<file path="src/rtl/dlx_decode_stage.sv">
// DLX instruction decode stage: decodes R/I/J words into ALU/operand controls and
// registers them into the ID/EX register with load-use, stall and flush handling.
module dlx_decode_stage #(
    parameter int DATA_W    = 32,
    parameter int REG_AW    = 5,
    parameter bit HAZARD_EN = 1'b1
) (
    input  logic              clk,
    input  logic              rst_n,
    input  logic              if_valid,
    input  logic [31:0]       if_instr,
    input  logic [DATA_W-1:0] if_pc,
    input  logic              ex_stall,
    input  logic              flush,
    output logic              id_ready,
    output logic              ex_valid,
    output logic [4:0]        ex_alu_op,
    output logic [REG_AW-1:0] ex_rs1,
    output logic [REG_AW-1:0] ex_rs2,
    output logic [REG_AW-1:0] ex_rd,
    output logic [DATA_W-1:0] ex_imm,
    output logic              ex_use_imm,
    output logic              ex_mem_rd,
    output logic              ex_mem_wr,
    output logic              ex_reg_wr,
    output logic              ex_branch,
    output logic              ex_jump,
    output logic [DATA_W-1:0] ex_pc,
    output logic              ex_illegal
);

    logic [5:0] op;
    logic [5:0] func;
    logic       is_r;
    logic [DATA_W-1:0] imm_s16, imm_z16, imm_s26;

    assign op      = if_instr[31:26];
    assign func    = if_instr[5:0];
    assign is_r    = (op == 6'h00);
    assign imm_s16 = {{(DATA_W-16){if_instr[15]}}, if_instr[15:0]};
    assign imm_z16 = {{(DATA_W-16){1'b0}}, if_instr[15:0]};
    assign imm_s26 = {{(DATA_W-26){if_instr[25]}}, if_instr[25:0]};

    logic [4:0]        alu_op_d;
    logic [REG_AW-1:0] rs1_d, rs2_d, rd_d;
    logic [DATA_W-1:0] imm_d;
    logic use_imm_d, mem_rd_d, mem_wr_d, reg_wr_d, branch_d, jump_d, illegal_d;
    logic legal, wr_rd, link;

    always_comb begin
        legal     = 1'b1;
        wr_rd     = 1'b0;
        link      = 1'b0;
        alu_op_d  = 5'd1;
        rs1_d     = REG_AW'(if_instr[25:21]);
        rs2_d     = REG_AW'(if_instr[20:16]);
        rd_d      = REG_AW'(if_instr[20:16]);
        imm_d     = imm_s16;
        use_imm_d = !is_r;
        mem_rd_d  = 1'b0;
        mem_wr_d  = 1'b0;
        reg_wr_d  = 1'b0;
        branch_d  = 1'b0;
        jump_d    = 1'b0;
        illegal_d = 1'b0;
        if (is_r) begin
            rd_d  = REG_AW'(if_instr[15:11]);
            imm_d = '0;
            wr_rd = 1'b1;
            case (func)
                6'h20: alu_op_d = 5'd1;
                6'h22: alu_op_d = 5'd2;
                6'h24: alu_op_d = 5'd3;
                6'h25: alu_op_d = 5'd4;
                6'h26: alu_op_d = 5'd5;
                6'h04: alu_op_d = 5'd6;
                6'h06: alu_op_d = 5'd7;
                6'h07: alu_op_d = 5'd14;
                6'h28: alu_op_d = 5'd10;
                6'h29: alu_op_d = 5'd13;
                6'h2A: alu_op_d = 5'd12;
                6'h2C: alu_op_d = 5'd11;
                default: legal = 1'b0;
            endcase
        end else begin
            case (op)
                6'h08: begin alu_op_d = 5'd1;  wr_rd = 1'b1; end
                6'h0A: begin alu_op_d = 5'd2;  wr_rd = 1'b1; end
                6'h0C: begin alu_op_d = 5'd3;  wr_rd = 1'b1; imm_d = imm_z16; end
                6'h0D: begin alu_op_d = 5'd4;  wr_rd = 1'b1; imm_d = imm_z16; end
                6'h0E: begin alu_op_d = 5'd5;  wr_rd = 1'b1; imm_d = imm_z16; end
                // LHI passes the raw half-word; the ALU does the shift into the upper half
                6'h0F: begin alu_op_d = 5'd0;  wr_rd = 1'b1; imm_d = imm_z16; end
                6'h14: begin alu_op_d = 5'd6;  wr_rd = 1'b1; end
                6'h16: begin alu_op_d = 5'd7;  wr_rd = 1'b1; end
                6'h17: begin alu_op_d = 5'd14; wr_rd = 1'b1; end
                6'h18: begin alu_op_d = 5'd10; wr_rd = 1'b1; end
                6'h19: begin alu_op_d = 5'd13; wr_rd = 1'b1; end
                6'h1A: begin alu_op_d = 5'd12; wr_rd = 1'b1; end
                6'h1C: begin alu_op_d = 5'd11; wr_rd = 1'b1; end
                6'h23: begin alu_op_d = 5'd1;  wr_rd = 1'b1; mem_rd_d = 1'b1; end
                6'h2B: begin alu_op_d = 5'd1;  mem_wr_d = 1'b1; end
                6'h04: begin alu_op_d = 5'd8;  branch_d = 1'b1; end
                6'h05: begin alu_op_d = 5'd9;  branch_d = 1'b1; end
                6'h02: begin alu_op_d = 5'd1;  jump_d = 1'b1; imm_d = imm_s26; end
                6'h03: begin alu_op_d = 5'd15; jump_d = 1'b1; imm_d = imm_s26; link = 1'b1; end
                6'h12: begin alu_op_d = 5'd1;  jump_d = 1'b1; end
                6'h13: begin alu_op_d = 5'd15; jump_d = 1'b1; link = 1'b1; end
                default: legal = 1'b0;
            endcase
        end
        if (!legal) begin
            alu_op_d  = 5'd1;
            illegal_d = 1'b1;
            use_imm_d = 1'b0;
            imm_d     = '0;
            mem_rd_d  = 1'b0;
            mem_wr_d  = 1'b0;
            branch_d  = 1'b0;
            jump_d    = 1'b0;
        end else if (link) begin
            rd_d     = REG_AW'(5'd31);
            reg_wr_d = 1'b1;
        end else begin
            reg_wr_d = wr_rd && (rd_d != '0);
        end
    end

    logic uses_rs2, hazard;
    assign uses_rs2 = is_r || (op == 6'h2B);
    // Only a load sitting in EX can produce this hazard; forwarding covers the rest
    assign hazard   = HAZARD_EN && if_valid && ex_valid && ex_mem_rd && (ex_rd != '0) &&
                      ((ex_rd == rs1_d) || (uses_rs2 && (ex_rd == rs2_d)));
    assign id_ready = !ex_stall && !hazard;

    always_ff @(posedge clk or negedge rst_n) begin
        if (!rst_n) begin
            ex_valid   <= 1'b0;
            ex_alu_op  <= '0;
            ex_rs1     <= '0;
            ex_rs2     <= '0;
            ex_rd      <= '0;
            ex_imm     <= '0;
            ex_use_imm <= 1'b0;
            ex_mem_rd  <= 1'b0;
            ex_mem_wr  <= 1'b0;
            ex_reg_wr  <= 1'b0;
            ex_branch  <= 1'b0;
            ex_jump    <= 1'b0;
            ex_pc      <= '0;
            ex_illegal <= 1'b0;
        end else if (flush || (!ex_stall && (hazard || !if_valid))) begin
            // Bubble: flush wins over stall; data fields are left as don't-care
            ex_valid   <= 1'b0;
            ex_use_imm <= 1'b0;
            ex_mem_rd  <= 1'b0;
            ex_mem_wr  <= 1'b0;
            ex_reg_wr  <= 1'b0;
            ex_branch  <= 1'b0;
            ex_jump    <= 1'b0;
            ex_illegal <= 1'b0;
        end else if (!ex_stall) begin
            ex_valid   <= 1'b1;
            ex_alu_op  <= alu_op_d;
            ex_rs1     <= rs1_d;
            ex_rs2     <= rs2_d;
            ex_rd      <= rd_d;
            ex_imm     <= imm_d;
            ex_use_imm <= use_imm_d;
            ex_mem_rd  <= mem_rd_d;
            ex_mem_wr  <= mem_wr_d;
            ex_reg_wr  <= reg_wr_d;
            ex_branch  <= branch_d;
            ex_jump    <= jump_d;
            ex_pc      <= if_pc;
            ex_illegal <= illegal_d;
        end
    end

endmodule
</file>
<file path="config.mk">
export PLATFORM = sky130hd
export DESIGN_NAME = dlx_decode_stage
export DESIGN_NICKNAME = d
export VERILOG_FILES = /design/src/rtl/dlx_decode_stage.sv
export SDC_FILE = /design/constraint.sdc
export NUM_CORES = 1
export LEC_CHECK = 0
export BUFFER_PORTS_ARGS = -buffer_cell sky130_fd_sc_hd__buf_2
export CAP_MARGIN = 40
export CORE_UTILIZATION = 49
export DETAILED_ROUTE_END_ITERATION = 8
export GPL_ROUTABILITY_DRIVEN = 0
export MAX_ROUTING_LAYER = met4
export PLACE_DENSITY_LB_ADDON = 0.12
export SLEW_MARGIN = 30
export SYNTH_ARGS = -nofsm -noshare
export SYNTH_HDL_FRONTEND = slang
export SYNTH_SLANG_ARGS = --single-unit
</file>
<file path="constraint.sdc">
create_clock -name clk -period 2.5 [get_ports clk]
set_input_delay 0 -clock clk [delete_from_list [all_inputs] [get_ports clk]]
set_output_delay 0 -clock clk [all_outputs]
set_load 0.02 [all_outputs]
</file>
==> results.toml, run 1 <==
[clock_network]
ctsLongestPathBuffers = 2
cts_made_buffers = 9
clk_pin_slew_ns = 0.09
htree_levels = 3
cts.sinks = 85
clk_latency_ns = 0.35
clock-root-buffer = "clkbuf_8"
cts_setup_buffers = 0
cts_tree = "yes"

[route]
vias_per_cell = 5.29
routed_wl_mm = 11.1
drt_iter0_markers = 206
drt_drc_violations_left = 0
wl_per_cell_um = 15.6
drtAntennaViolNets = 0
num_vias = 3757
firstDrtPassIters = 4

[timing]
setup-violations-final = 0
timing.hold.ws_ns = 0.0406
fin_crit_sh_pct = 86.9
relSlewSlack_pct = 60.8
tightest_slew_ns = 0.586
slew_viol_final = 0
layout_min_cycle_time_ns = 2.17
max_freq_mhz = 460
hold_viol = 0
finClkSkew_ns = 0.00989
rsz0062_at_grt = "no"
final.setup.tns_ns = 0

[global_routing]
antenna_found_initial = 0
grt_max_degree = 71
grt_pass1_wl_mm = 17.9
grt_util_all_layers_pct = 26.8
overflow = 0
grt_pass1_vias = 3616

[worst_setup_path]
criticalPathCategory = "reg -> reg"
ff2ff_path_depth = 5
crit_required_ns = 2.74
r2r_end = "ex_rs1[2]$_DFFE_PN0P_"
rr_startpoint = "ex_rd[1]$_DFFE_PN0P_"
cp_cell_sequence = "or4_1 > o2111ai_1 > o211ai_4 > buf_12 > mux2_2"
endpoint = "ex_rs1[2]$_DFFE_PN0P_"
worstSetupEndpointType = "register"
r2r_slack_ns = 0.33
critPathSlowestCell = "or4_1"
crit_fanout = 70
cp_data_arrival_time_ns = 2.42
cpPeakStageDelay_ns = 0.55
cp_num_buf_inv = 1
critPathLaunchType = "register"
cp_top_family = "simple AND/OR/NAND/NOR gates"
crit_cells = 5
startpoint = "ex_rd[1]$_DFFE_PN0P_"

[die]
io_pins = 162
die-height_um = 94.4
row_count = 33
die-area_um2 = 8900
core-area_um2 = 8220
die_w_um = 94.4
start_util_pct = 50.9

[yosys]
async_flop_share_pct = 100
synth_edf_count = 0
synthTopCellsByArea = "dfrtp_1, mux2_2, nand2_1"
yosys.cell_types.count = 55
synth_cells = 398
synthTopCellsByCount = "dfrtp_1, nand2_1, mux2_2, o21ai_0, nor2_1"
syn_avg_cell_area_um2 = 10.5
synth_area_um2 = 4180
ys_warn_count = 0
yosysTopAreaCell = "dfrtp_1"
seq_area_frac_synth_pct = 50.9
synth_most_common_cell = "dfrtp_1"
synth_fp_nets = 467
ys_dominant_reg_cell = "dfrtp_1"
synth_top_area_share_pct = 50.9
ys_ff_latch = 85

[place]
port-buffer-count = 160
dp_hpwl_mm = 7.16
place_inst = 634

[layout]
drive_above_1_share_pct = 38.5
layout.cells.non_filler = 710
fillCellCount = 619
ff_latch_area_um2 = 2130
syn2layout_area_growth_pct = 39.5
n_antenna_cell = 0
finalNetCount = 669
multi_input_area_um2 = 1830

[run]
maxCapViolCount = 0

[hold_path]
hp-class = "in -> reg"

[power]
vdd_drop_max_mv = 0.506
power.density_nw_per_um2 = 675
leakage_uw = 0.00289

[status]
outcome = "completed"
==> metal layers <==
layer  vias up  share of wire (%)  GRT usage (%)  routed length, um
met5         -                  0              -                  0
met4         0                1.0           8.21                114
met3         9                6.2           4.83                683
met2       148                 47           40.7               5180
met1      1787                 46           36.8               5080
li1       1813                  -              -                  -
==> cells by family after synthesis <==
| logic type | count (synthesis) | synth area share, % |
|---|---|---|
| compound gates | 101 | 16.0 |
| xor+xnor | 14 | 2.93 |
| buf+inv | 39 | 5.33 |
| flops | 85 | 50.9 |
| mux | 49 | 13.0 |
| other cells | 1 | 0.0897 |
| simple gates | 109 | 11.8 |
==> placed cells by master, fill, tap and decap left out, types with 4 or more instances in the layout <==
| master | instances |
|---|---|
| nor2_1 | 22 |
| a22o_1 | 4 |
| nand2_1 | 56 |
| o21ai_0 | 31 |
| nand2b_1 | 4 |
| dfrtp_1 | 85 |
| dlygate4sd3_1 | 59 |
| buf_12 | 4 |
| xnor2_1 | 7 |
| clkbuf_8 | 9 |
| nor3_1 | 7 |
| o22ai_1 | 4 |
| a31oi_1 | 4 |
| nor2b_1 | 5 |
| mux2_2 | 42 |
| xor2_1 | 7 |
| a21o_1 | 7 |
| buf_2 | 159 |
| buf_4 | 5 |
| mux2i_1 | 7 |
| a2bb2oi_1 | 9 |
| a21oi_1 | 21 |
==> sequential cells by signal (all words and copies together), names as in the netlist, 4 cells and up <==
register   flops
ex_pc         32
ex_imm        26
ex_rd          5
ex_rs1         5
ex_rs2         5
ex_alu_op      4
==> metrics by stage <==
step | setup WS (ns) | area [um^2] | utilization (%) | total power (uW)
CTS | 0.349 | 5810 | 70.7 | 3960
global placement | 0.297 | 4990 | 60.8 | 2740
floorplan | 0.453 | 4180 | - | 2380
finish | 0.326 | 5830 | 71.0 | 3940
global route | 0.235 | 5830 | 71.0 | 4130
detailed placement | 0.252 | 4990 | 60.8 | 2770
==> worst register-to-register path, stage by stage (launching register included) <==
cell       delay (ns)
dfrtp_1          0.45
or4_1            0.55
o2111ai_1        0.33
o211ai_4         0.16
buf_12           0.22
mux2_2           0.36
==> where the power goes <==
part           total [uW]  switching, uW  internal [uW]  leakage (uW)
clock network        1110            530            577      0.000115
logic                1120            646            475       0.00172
registers            1710            127           1580       0.00105
==> cell type report <==
class                           instances  share of cell area, %
Tap cell                              105                   2.25
Sequential cell                        85                   36.5
Timing Repair Buffer                  227                   25.8
Clock buffer                            9                   2.12
Multi-Input combinational cell        274                   31.4
Inverter                                3                  0.193
Clock inverter                          7                   1.78
==> worst min path at each step <==
stage,startpoint,endpoint,cells past startpoint
floorplan,rst_n,ex_alu_op[0]$_DFFE_PN0P_,0
global placement,rst_n,ex_imm[5]$_DFFE_PN0P_,1
detailed placement,rst_n,ex_imm[5]$_DFFE_PN0P_,1
CTS,flush,ex_valid$_DFFE_PN0P_,4
global route,flush,ex_valid$_DFFE_PN0P_,4
finish,flush,ex_valid$_DFFE_PN0P_,4
==> what timing repair did <==
| item | in CTS | in global routing |
|---|---|---|
| resized for setup | 0 | 0 |
| endpoints found under the hold margin | 120 | 0 |
| hold buffers | 59 | 0 |
Power figures use the tool's default switching activity.
==> run 2: changes to the inputs <==
Settings changed: REMOVE_ABC_BUFFERS from default to 1.
==> run 2 against run 1 <==
Largest cell class unchanged; flip-flop and latch count unchanged; clock skew down 0.00059 ns; final cell count up 0.99%; total power down 4.3%; via count up 1.1%.
==> results.toml, run 2 (synthesized netlist as in run 1, its figures left out) <==
[timing]
relSlewSlack_pct = 62.6
tightest_slew_ns = 0.559
max_freq_mhz = 436
setup-violations-final = 0
fin_crit_sh_pct = 91.6
slew_viol_final = 0
finClkSkew_ns = 0.00930
timing.hold.ws_ns = 0.0154
layout_min_cycle_time_ns = 2.29
rsz0062_at_grt = "no"
hold_viol = 0

[layout]
layout.cells.non_filler = 717
n_antenna_cell = 0
largest_register = "ex_pc"
mostFrequentLayoutCells = "buf_2, dfrtp_1, dlygate4sd3_1"
ff_latch_area_um2 = 2130
fin_area_um2 = 5870
syn2layout_area_growth_pct = 40.5
largest_register_ffs = 32
fillCellCount = 633
finalNetCount = 676
multi_input_area_um2 = 1830
top_regs = "ex_pc x32, ex_imm x26"
final_common_cell = "buf_2"
drive_above_1_share_pct = 38.7

[die]
die_w_um = 94.4
row_count = 33
core-area_um2 = 8220
die-height_um = 94.4
io_pins = 162
start_util_pct = 50.9
die-area_um2 = 8900

[run]
maxCapViolCount = 0

[worst_setup_path]
crit_required_ns = 2.75
rr_startpoint = "ex_rd[1]$_DFFE_PN0P_"
criticalPathCategory = "reg -> reg"
crit_fanout = 30
r2r_slack_ns = 0.21
worstSetupEndpointType = "register"
cp_data_arrival_time_ns = 2.54
ff2ff_path_depth = 6
r2r_end = "ex_pc[19]$_DFFE_PN0P_"
critPathLaunchType = "register"

[power]
leakage_uw = 0.00292
power.density_nw_per_um2 = 641
vdd_drop_max_mv = 0.445

[place]
place_inst = 639
port-buffer-count = 160
place_area_um2 = 5060
dp_hpwl_mm = 7.48

[global_routing]
grt_pass1_vias = 3747
grt_util_all_layers_pct = 28.1
grt_max_degree = 86
grt_pass1_wl_mm = 18.3
overflow = 0
antenna_found_initial = 0

[clock_network]
cts_tree = "yes"
cts_resized = 0
htree_levels = 3
clk_latency_ns = 0.37
clk_pin_slew_ns = 0.09
ctsLongestPathBuffers = 2
clock-root-buffer = "clkbuf_8"
cts_made_buffers = 9
cts.sinks = 85

[route]
routed_wl_mm = 11.7
wl_per_cell_um = 16.3
vias_per_cell = 5.30
drt_drc_violations_left = 0
num_vias = 3800
drtAntennaViolNets = 0
firstDrtPassIters = 4
drt_iter0_markers = 173

[hold_path]
hp-class = "in -> async"

[status]
outcome = "completed"
-- run 2: repair_timing --
action / 4_1_cts / 5_1_grt
setup endpoints to repair: 0 / 0
hold buffers: 61 / 0
hold endpoints to repair: 149 / 0
buffers inserted: 0 / 0
-- run 2: per-stage QoR --
stage	util (%)	worst slack (ns)	power [uW]	TNS [ns]
detailed placement	61.6	0.227	2790	0
finish	71.5	0.209	3770	0
floorplan	-	-0.805	2330	-45.01
CTS	71.2	0.217	3780	0
global placement	61.5	0.264	2760	0
global route	71.5	0.0721	3950	0
-- run 2: power by group --
part	switching (uW)	internal (uW)	leakage, uW	total (uW)
sequential	126	1580	0.00105	1710
combinational	662	486	0.00177	1150
clock	520	391	0.0000897	911
total	1310	2460	0.00292	3770
-- run 2: cell type report --
cell class                      count  share of cell area [%]
Tap cell                          105                    2.24
Clock inverter                      5                   0.596
Timing Repair Buffer              234                    27.2
Inverter                            3                   0.192
Multi-Input combinational cell    274                    31.2
Sequential cell                    85                    36.2
Clock buffer                       11                    2.41
-- run 2: how the worst max path moves through the flow --
stage	slack (ns)	start	end
global route	0.07	ex_rd[1]$_DFFE_PN0P_	ex_pc[0]$_DFFE_PN0P_
detailed placement	0.23	ex_rd[1]$_DFFE_PN0P_	ex_pc[16]$_DFFE_PN0P_
CTS	0.22	ex_rd[1]$_DFFE_PN0P_	ex_rs2[2]$_DFFE_PN0P_
floorplan	-0.80	ex_rd[4]$_DFFE_PN0P_	ex_mem_wr$_DFFE_PN0P_
global placement	0.26	if_instr[31]	ex_pc[9]$_DFFE_PN0P_
finish	0.21	ex_rd[1]$_DFFE_PN0P_	ex_pc[19]$_DFFE_PN0P_
-- run 2: worst max-delay path, stage by stage, from the launching register on --
cell and delay, ns:
dfrtp_1 0.45, or4_1 0.57, o2111ai_1 0.33, o211ai_4 0.16, buf_12 0.19, buf_12 0.17, mux2_2 0.29
-- run 2: metal layers --
layer | part of all wire, % | routed length (um) | vias to the layer above | track usage [%]
li1 | - | - | 1826 | -
met2 | 50 | 5820 | 141 | 45.3
met3 | 5.1 | 595 | 30 | 5.15
met4 | 3.1 | 365 | 0 | 13.3
met5 | 0 | 0 | - | -
met1 | 42 | 4890 | 1803 | 34.3
